File: src/rtl/fp_add_pkg.sv
// Shared types and constants for the shared minifloat adder scheduler.
// Word layout: sign, 4-bit exponent, 3-bit stored mantissa (hidden bit implied).
package fp_add_pkg;
  localparam int DATA_W  = 8;
  localparam int EXP_W   = 4;
  localparam int MANT_W  = 4;
  localparam int MAX_REQ = 8;

  typedef logic [DATA_W-1:0] fp_word_t;
  typedef logic [$clog2(MAX_REQ)-1:0] rr_idx_t;

  // Index width for an n-way round-robin pointer, never narrower than 1 bit.
  function automatic int rr_idx_w(input int n);
    return (n < 2) ? 1 : $clog2(n);
  endfunction
endpackage

File: src/rtl/fp_add_sched_rr_arbiter.sv
// Combinational round-robin arbiter: first eligible index at or above ptr, with wrap.
// Produces a one-hot grant (or all zero) plus the encoded grant index.
module rr_arbiter import fp_add_pkg::*; #(
  parameter int NUM_REQ = 4,
  parameter int PTR_W   = rr_idx_w(NUM_REQ)
) (
  input  logic [NUM_REQ-1:0] eligible,
  input  logic [PTR_W-1:0]   ptr,
  output logic [NUM_REQ-1:0] grant,
  output logic [PTR_W-1:0]   gnt_idx
);
  localparam logic [PTR_W:0] NUM_W = (PTR_W+1)'(NUM_REQ);

  logic [PTR_W:0]   pos;
  logic [PTR_W-1:0] idx;
  logic             found;

  always_comb begin
    grant   = '0;
    gnt_idx = '0;
    found   = 1'b0;
    pos     = '0;
    idx     = '0;
    for (int k = 0; k < NUM_REQ; k++) begin
      // ptr + k folded back into 0..NUM_REQ-1 without a divider
      pos = {1'b0, ptr} + (PTR_W+1)'(k);
      if (pos >= NUM_W) pos = pos - NUM_W;
      idx = pos[PTR_W-1:0];
      if (!found && eligible[idx]) begin
        found      = 1'b1;
        grant[idx] = 1'b1;
        gnt_idx    = idx;
      end
    end
  end
endmodule

File: src/rtl/fp_add_sched.sv
// Shares one fixed-latency adder among NUM_REQ requesters: round-robin issue,
// a tag pipe aligned to the adder result, and a one-deep response slot per requester.
module fp_add_sched import fp_add_pkg::*; #(
  parameter int NUM_REQ = 4,
  parameter int DATA_W  = fp_add_pkg::DATA_W,
  parameter int ADD_LAT = 3
) (
  input  logic                      clk,
  input  logic                      rst,
  input  logic [NUM_REQ-1:0]        req_valid,
  input  logic [NUM_REQ*DATA_W-1:0] req_a,
  input  logic [NUM_REQ*DATA_W-1:0] req_b,
  output logic [NUM_REQ-1:0]        req_ready,
  output logic                      add_valid,
  output logic [DATA_W-1:0]         add_a,
  output logic [DATA_W-1:0]         add_b,
  input  logic [DATA_W-1:0]         add_res,
  output logic [NUM_REQ-1:0]        rsp_valid,
  output logic [NUM_REQ*DATA_W-1:0] rsp_data,
  input  logic [NUM_REQ-1:0]        rsp_ready,
  output logic                      idle
);
  localparam int PTR_W = rr_idx_w(NUM_REQ);
  localparam int TAG_N = ADD_LAT + 1;
  localparam logic [PTR_W-1:0] LAST_IDX = PTR_W'(NUM_REQ - 1);

  logic [PTR_W-1:0]          rr_ptr_q, rr_ptr_d;
  logic [TAG_N-1:0]          tag_vld_q, tag_vld_d;
  logic [PTR_W-1:0]          tag_idx_q [TAG_N];
  logic [PTR_W-1:0]          tag_idx_d [TAG_N];
  logic [DATA_W-1:0]         add_a_q, add_a_d, add_b_q, add_b_d;
  logic [NUM_REQ-1:0]        rsp_valid_q, rsp_valid_d;
  logic [NUM_REQ*DATA_W-1:0] rsp_data_q, rsp_data_d;

  logic [NUM_REQ-1:0] busy, eligible, grant, retire_oh;
  logic [PTR_W-1:0]   gnt_idx;
  logic               accept;

  // A requester stays busy from accept until its response is popped.
  always_comb begin
    busy = rsp_valid_q;
    for (int s = 0; s < TAG_N; s++)
      if (tag_vld_q[s]) busy[tag_idx_q[s]] = 1'b1;
  end

  assign eligible = req_valid & ~busy & {NUM_REQ{~rst}};

  rr_arbiter #(.NUM_REQ(NUM_REQ), .PTR_W(PTR_W)) u_arb (
    .eligible (eligible),
    .ptr      (rr_ptr_q),
    .grant    (grant),
    .gnt_idx  (gnt_idx)
  );

  assign req_ready = grant;
  assign accept    = |grant;
  assign retire_oh = tag_vld_q[TAG_N-1] ? (NUM_REQ'(1) << tag_idx_q[TAG_N-1]) : '0;

  always_comb begin
    rr_ptr_d = rr_ptr_q;
    add_a_d  = add_a_q;
    add_b_d  = add_b_q;
    // stage 0 of the tag pipe is the issue register; the last stage lines up with add_res
    tag_vld_d    = {tag_vld_q[TAG_N-2:0], accept};
    tag_idx_d[0] = gnt_idx;
    for (int s = 1; s < TAG_N; s++) tag_idx_d[s] = tag_idx_q[s-1];
    for (int i = 0; i < NUM_REQ; i++) begin
      if (grant[i]) begin
        add_a_d = req_a[i*DATA_W +: DATA_W];
        add_b_d = req_b[i*DATA_W +: DATA_W];
      end
    end
    if (accept) rr_ptr_d = (gnt_idx == LAST_IDX) ? '0 : gnt_idx + PTR_W'(1);

    rsp_valid_d = (rsp_valid_q & ~rsp_ready) | retire_oh;
    rsp_data_d  = rsp_data_q;
    for (int i = 0; i < NUM_REQ; i++)
      if (retire_oh[i]) rsp_data_d[i*DATA_W +: DATA_W] = add_res;
  end

  // issue / tag / response register boundary
  always_ff @(posedge clk) begin
    if (rst) begin
      rr_ptr_q    <= '0;
      tag_vld_q   <= '0;
      add_a_q     <= '0;
      add_b_q     <= '0;
      rsp_valid_q <= '0;
      rsp_data_q  <= '0;
    end else begin
      rr_ptr_q    <= rr_ptr_d;
      tag_vld_q   <= tag_vld_d;
      add_a_q     <= add_a_d;
      add_b_q     <= add_b_d;
      rsp_valid_q <= rsp_valid_d;
      rsp_data_q  <= rsp_data_d;
    end
  end

  always_ff @(posedge clk) tag_idx_q <= tag_idx_d;

  assign add_valid = tag_vld_q[0];
  assign add_a     = add_a_q;
  assign add_b     = add_b_q;
  assign rsp_valid = rsp_valid_q;
  assign rsp_data  = rsp_data_q;
  assign idle      = ~|tag_vld_q & ~|rsp_valid_q;
endmodule
File: config.mk
export PLATFORM = sky130hd
export DESIGN_NAME = fp_add_sched
export DESIGN_NICKNAME = d
export VERILOG_FILES = /design/src/rtl/fp_add_pkg.sv /design/src/rtl/fp_add_sched_rr_arbiter.sv /design/src/rtl/fp_add_sched.sv
export SDC_FILE = /design/constraint.sdc
export NUM_CORES = 1
export LEC_CHECK = 0
export CAP_MARGIN = 20
export CORE_ASPECT_RATIO = 1.1
export CORE_MARGIN = 3
export CORE_UTILIZATION = 46
export DETAILED_ROUTE_END_ITERATION = 8
export GPL_TIMING_DRIVEN = 0
export HOLD_SLACK_MARGIN = 0.15
export PLACE_DENSITY = 0.87
export SLEW_MARGIN = 0
export SYNTH_ARGS = -nofsm -noshare
export SYNTH_HDL_FRONTEND = slang
export SYNTH_HIERARCHICAL = 1
export SYNTH_SLANG_ARGS = --single-unit
File: constraint.sdc
create_clock -name clk -period 6.58 [get_ports clk]
set_input_delay 1.316 -clock clk [delete_from_list [all_inputs] [get_ports clk]]
set_output_delay 1.316 -clock clk [all_outputs]
set_load 0.03 [all_outputs]
==> reports/summary.md, run 1 <==
The flow ran to the end, and the final reports show no timing, DRC or antenna violations. The net count of the mapped netlist was 450. The via count of the first global-routing pass is 3303. Together, buffers and inverters on the worst path number 4. Summing all placed instances gives a cell area of 4690 µm². The length in cells of the worst reg-to-reg path works out to 13. The biggest area contributor in the post-synthesis netlist is sky130_fd_sc_hd__dfxtp_1. In the layout the commonest cells are sky130_fd_sc_hd__clkdlybuf4s50_1 (138), sky130_fd_sc_hd__dfxtp_1 (66), sky130_fd_sc_hd__nor2_1 (53). The critical path is of the in -> out type. Capture point of the worst path: req_ready[1]. The core region area came out at 6670 µm². Leaving out fill and tap cells, the most frequent cell in the layout is sky130_fd_sc_hd__clkdlybuf4s50_1.

The most used flip-flop cell after synthesis was sky130_fd_sc_hd__dfxtp_1. Hold timing on the final database bottoms out at a slack of 0.401 ns. From bottom edge to top edge, the die measures 93.6 µm. Once detail routing completed, the nets flagged for antenna violations numbered 0. The proportion of synthesized chip area in sequential cells is 41.2%.

In the global route stage, overall resource usage came out at 25.3%. In this run the deepest clock path goes through 2 buffers. For the starting density of the core, the log shows 48.1%. Global routing used 44.6% of the available met2 tracks.

The critical path goes through clkbuf_1 > clkbuf_1 > nor2_1 > nand3_1 > nor2_1 > clkbuf_2 > mux4_2 > or2_4 > nor2b_4 > a221o_2 > clkdlybuf4s50_1. Entering global routing, the biggest net connects 14 pins. A synthesized cell averages 8.86 µm². For this design, the slowest cell found on the critical path is sky130_fd_sc_hd__clkdlybuf4s50_1.

The run gives 582 as the placed cell count. For the clock latency of the later-clocked register in the worst-skew pair, the log shows 0.34 ns. The tools report the total iterations of the first detailed-routing run as 4. Count of pins over their slew limit: 0. Clock-pin slew was measured on the worst setup and hold paths at 0.07 ns. The tools report the starting DRC count in detailed routing as 119. The tools report the library cell used as clock root buffer as sky130_fd_sc_hd__clkbuf_8. The overall die area came out at 8010 µm². The repair_antennas step left the layout with diodes totalling 0. Row generation in the floorplan step produced 31 rows.

For the number of nets in the finished design, the log shows 599. The final route contains 3430 vias. Across the run, the number of max-cap violations was 0. The routed wirelength normalized by instance count works out to 17.5 µm. The tools report the type of destination of the critical path as a primary output. The detailed-placement wirelength estimate is 7870 µm, and the arrival time reported for the critical path endpoint is 4.49 ns. The Yosys step of the flow raised 6 warnings. The routed design could run at a clock period as short as 5.80 ns. The startpoint of the worst-slack reg-to-reg timing path is tag_idx_q[1].

The endpoint identified for the worst register-to-register timing path is add_a[6]. The highest achievable clock rate was 0.172 GHz; the logic depth of the worst setup path including buffers was 11. The setup check on the worst reg-to-reg path leaves a slack of 2.63 ns. The largest delay contributor family on the critical path is buffers and inverters. The DRC violation count after routing is 0. The min-delay analysis places its worst path in the category reg -> reg.

Of the post-synthesis cell area, the dominant cell type holds 41.2%. The total design power came out at 1.81 mW. TritonCTS built the clock tree.

The worst setup path is launched from an input pin. Global routing used 29.6% of the available met1 tracks. H-tree depth: 3. Synthesis inferred 66 register bits. The total of buffers placed on input and output ports was 138.

For the post-route clock skew, the log shows 0.0106 ns. The most heavily used metal layer in global routing is met2. The final critical-path share of the clock period works out to 88.2%. The largest fanout on the critical path was 11. Power spread over the standard cell area amounts to 368 nW/µm². The setup violation total in the final timing report was 0; the required time at the worst-slack endpoint was 5.26 ns.

The cell area that synthesis handed to floorplanning was 3210 µm². Hold repair after CTS inserted 0 buffers. The final hold violation count was 0; the leakage power total was 1.88 nW. The beginning of the critical path was rst.

Aggregate routed wire length: 10400 µm. After routing the design area is 4910 µm². The run gives 0 as the residual overflow from global routing.

Ranked by total cell area, the synthesized netlist is headed by sky130_fd_sc_hd__dfxtp_1 (41%), sky130_fd_sc_hd__mux2i_1 (8.1%), sky130_fd_sc_hd__nor2_1 (6.2%). The number of clock buffers added by TritonCTS is 9. Setup TNS: 0 ns.

Synthesis produced 362 cells. At the pin with the least slew margin, the transition time is 0.799 ns. The worst pin sits at a relative slew slack of 46.3%. Once the clock tree was built, the setup fixing pass inserted 0 buffers. Counting flops with a built-in enable in the synthesized netlist gives 0.

Once the clock tree was built, the resizer swapped 0 gates to a different size. Initial antenna violation count: 0. The placer's final routability congestion estimate is 0.881.

Setup repair after global routing left no endpoint under its margin. Global-route wire length before repair: 16200 µm. The die width was 85.6 µm. The delay of the slowest cell on the worst path was 0.71 ns. Pin placement for this block handled 140 I/O pins.

For met3 alone, demand over resource in global routing was 5.64%. The growth of design area from synthesis to finish was 53.2%. The share of flip-flops with an asynchronous set or reset is 0%, and the maximum ir drop on the vdd rail is 229 µV.

In the routed layout, each cell is associated on average with a via count of 5.74. The count of different cell masters after synthesis was 44; the post-layout instance count excluding filler cells was 598. The tools report the count of clock tree sinks as 66.

Of the cells placed in the final design, the portion with a size suffix greater than 1 is 8.14%.
worst min path at each step:
stage,from,end,cells after the start
3_3_place_gp,tag_idx_d[2],tag_idx_d[0],0
4_1_cts,tag_idx_d[2],tag_idx_d[0],0
2_1_floorplan,tag_idx_d[2],tag_idx_d[0],0
5_1_grt,tag_idx_d[2],tag_idx_d[0],0
3_5_place_dp,tag_idx_d[2],tag_idx_d[0],0
6_report,tag_idx_d[2],tag_idx_d[0],0
metrics by stage:
step	utilization [%]	setup slack [ns]
final	73.6	0.778
after detailed placement	70.3	0.766
after floorplan	-	1.88
after CTS	73.6	0.753
after global placement	70.3	0.812
after global routing	73.6	0.553
cell type report:
| class | instances | area, µm² |
|---|---|---|
| clock inverter | 7 | 98.8 |
| buffer | 27 | 135 |
| tap | 82 | 103 |
| fill | 481 | 1760 |
| sequential | 66 | 1320 |
| timing repair buffer | 138 | 1380 |
| clock buffer | 9 | 124 |
| inverter | 7 | 26.3 |
| multi-input combinational | 262 | 1720 |
logic make-up after synthesis:
| logic type | after synthesis | synth area share [%] |
|---|---|---|
| simple gates | 141 | 21.7 |
| flops | 66 | 41.2 |
| compound gates | 86 | 19.5 |
| mux | 29 | 10.2 |
| buf+inv | 34 | 5.03 |
| fa+ha+maj | 6 | 2.34 |
cells in the mapped netlist, drive strengths merged (4+ instances only):
master  number
dfxtp       66
nor2        54
nand2       33
mux2i       26
a211oi      16
a21oi       15
a22oi       15
clkbuf      14
buf         13
nand2b      13
o311ai      13
o21ai        9
inv          7
nand3        7
ha           6
nand3b       5
nor3b        5
or2b         5
a221o        4
nor2b        4
o221ai       4
power breakdown:
| part | leakage, nW | internal [mW] | switching [mW] | total (mW) |
|---|---|---|---|---|
| clock | 0.110 | 0.216 | 0.172 | 0.388 |
| sequential | 0.539 | 0.473 | 0.0585 | 0.531 |
| combinational | 1.23 | 0.383 | 0.505 | 0.888 |
| total | 1.88 | 1.07 | 0.735 | 1.81 |
registers in the layout (all words and copies together), names as in the netlist:
signal     flops
add_b          8
tag_idx_d      6
rr_ptr_q       2
tag_idx_q      2
rsp_valid      4
add_a          8
tag_vld_q      4
rsp_data      32
per-layer routing:
metal	part of all wire [%]	vias to the layer above
met2	50	147
met5	0	-
li1	-	1606
met3	8.3	18
met1	40	1659
met4	1.8	0
No activity file was read; power rests on OpenSTA's default activity.
==> run 2, diff against run 1 <==
==> constraint.sdc (replaced) <==
create_clock -name clk -period 6.68 [get_ports clk]
set_input_delay 1.336 -clock clk [delete_from_list [all_inputs] [get_ports clk]]
set_output_delay 1.336 -clock clk [all_outputs]
set_load 0.03 [all_outputs]
==> results of run 2 <==
The final DEF is identical to that of run 1. Status: finished clean.
Main changes from that run: setup slack after placement 0.766 ns -> 0.826 ns; setup slack after layout 0.778 ns -> 0.838 ns; register-to-register setup slack 2.63 ns -> 2.73 ns; total power 1.81 mW -> 1.78 mW; worst IR drop on VDD 229 µV -> 226 µV
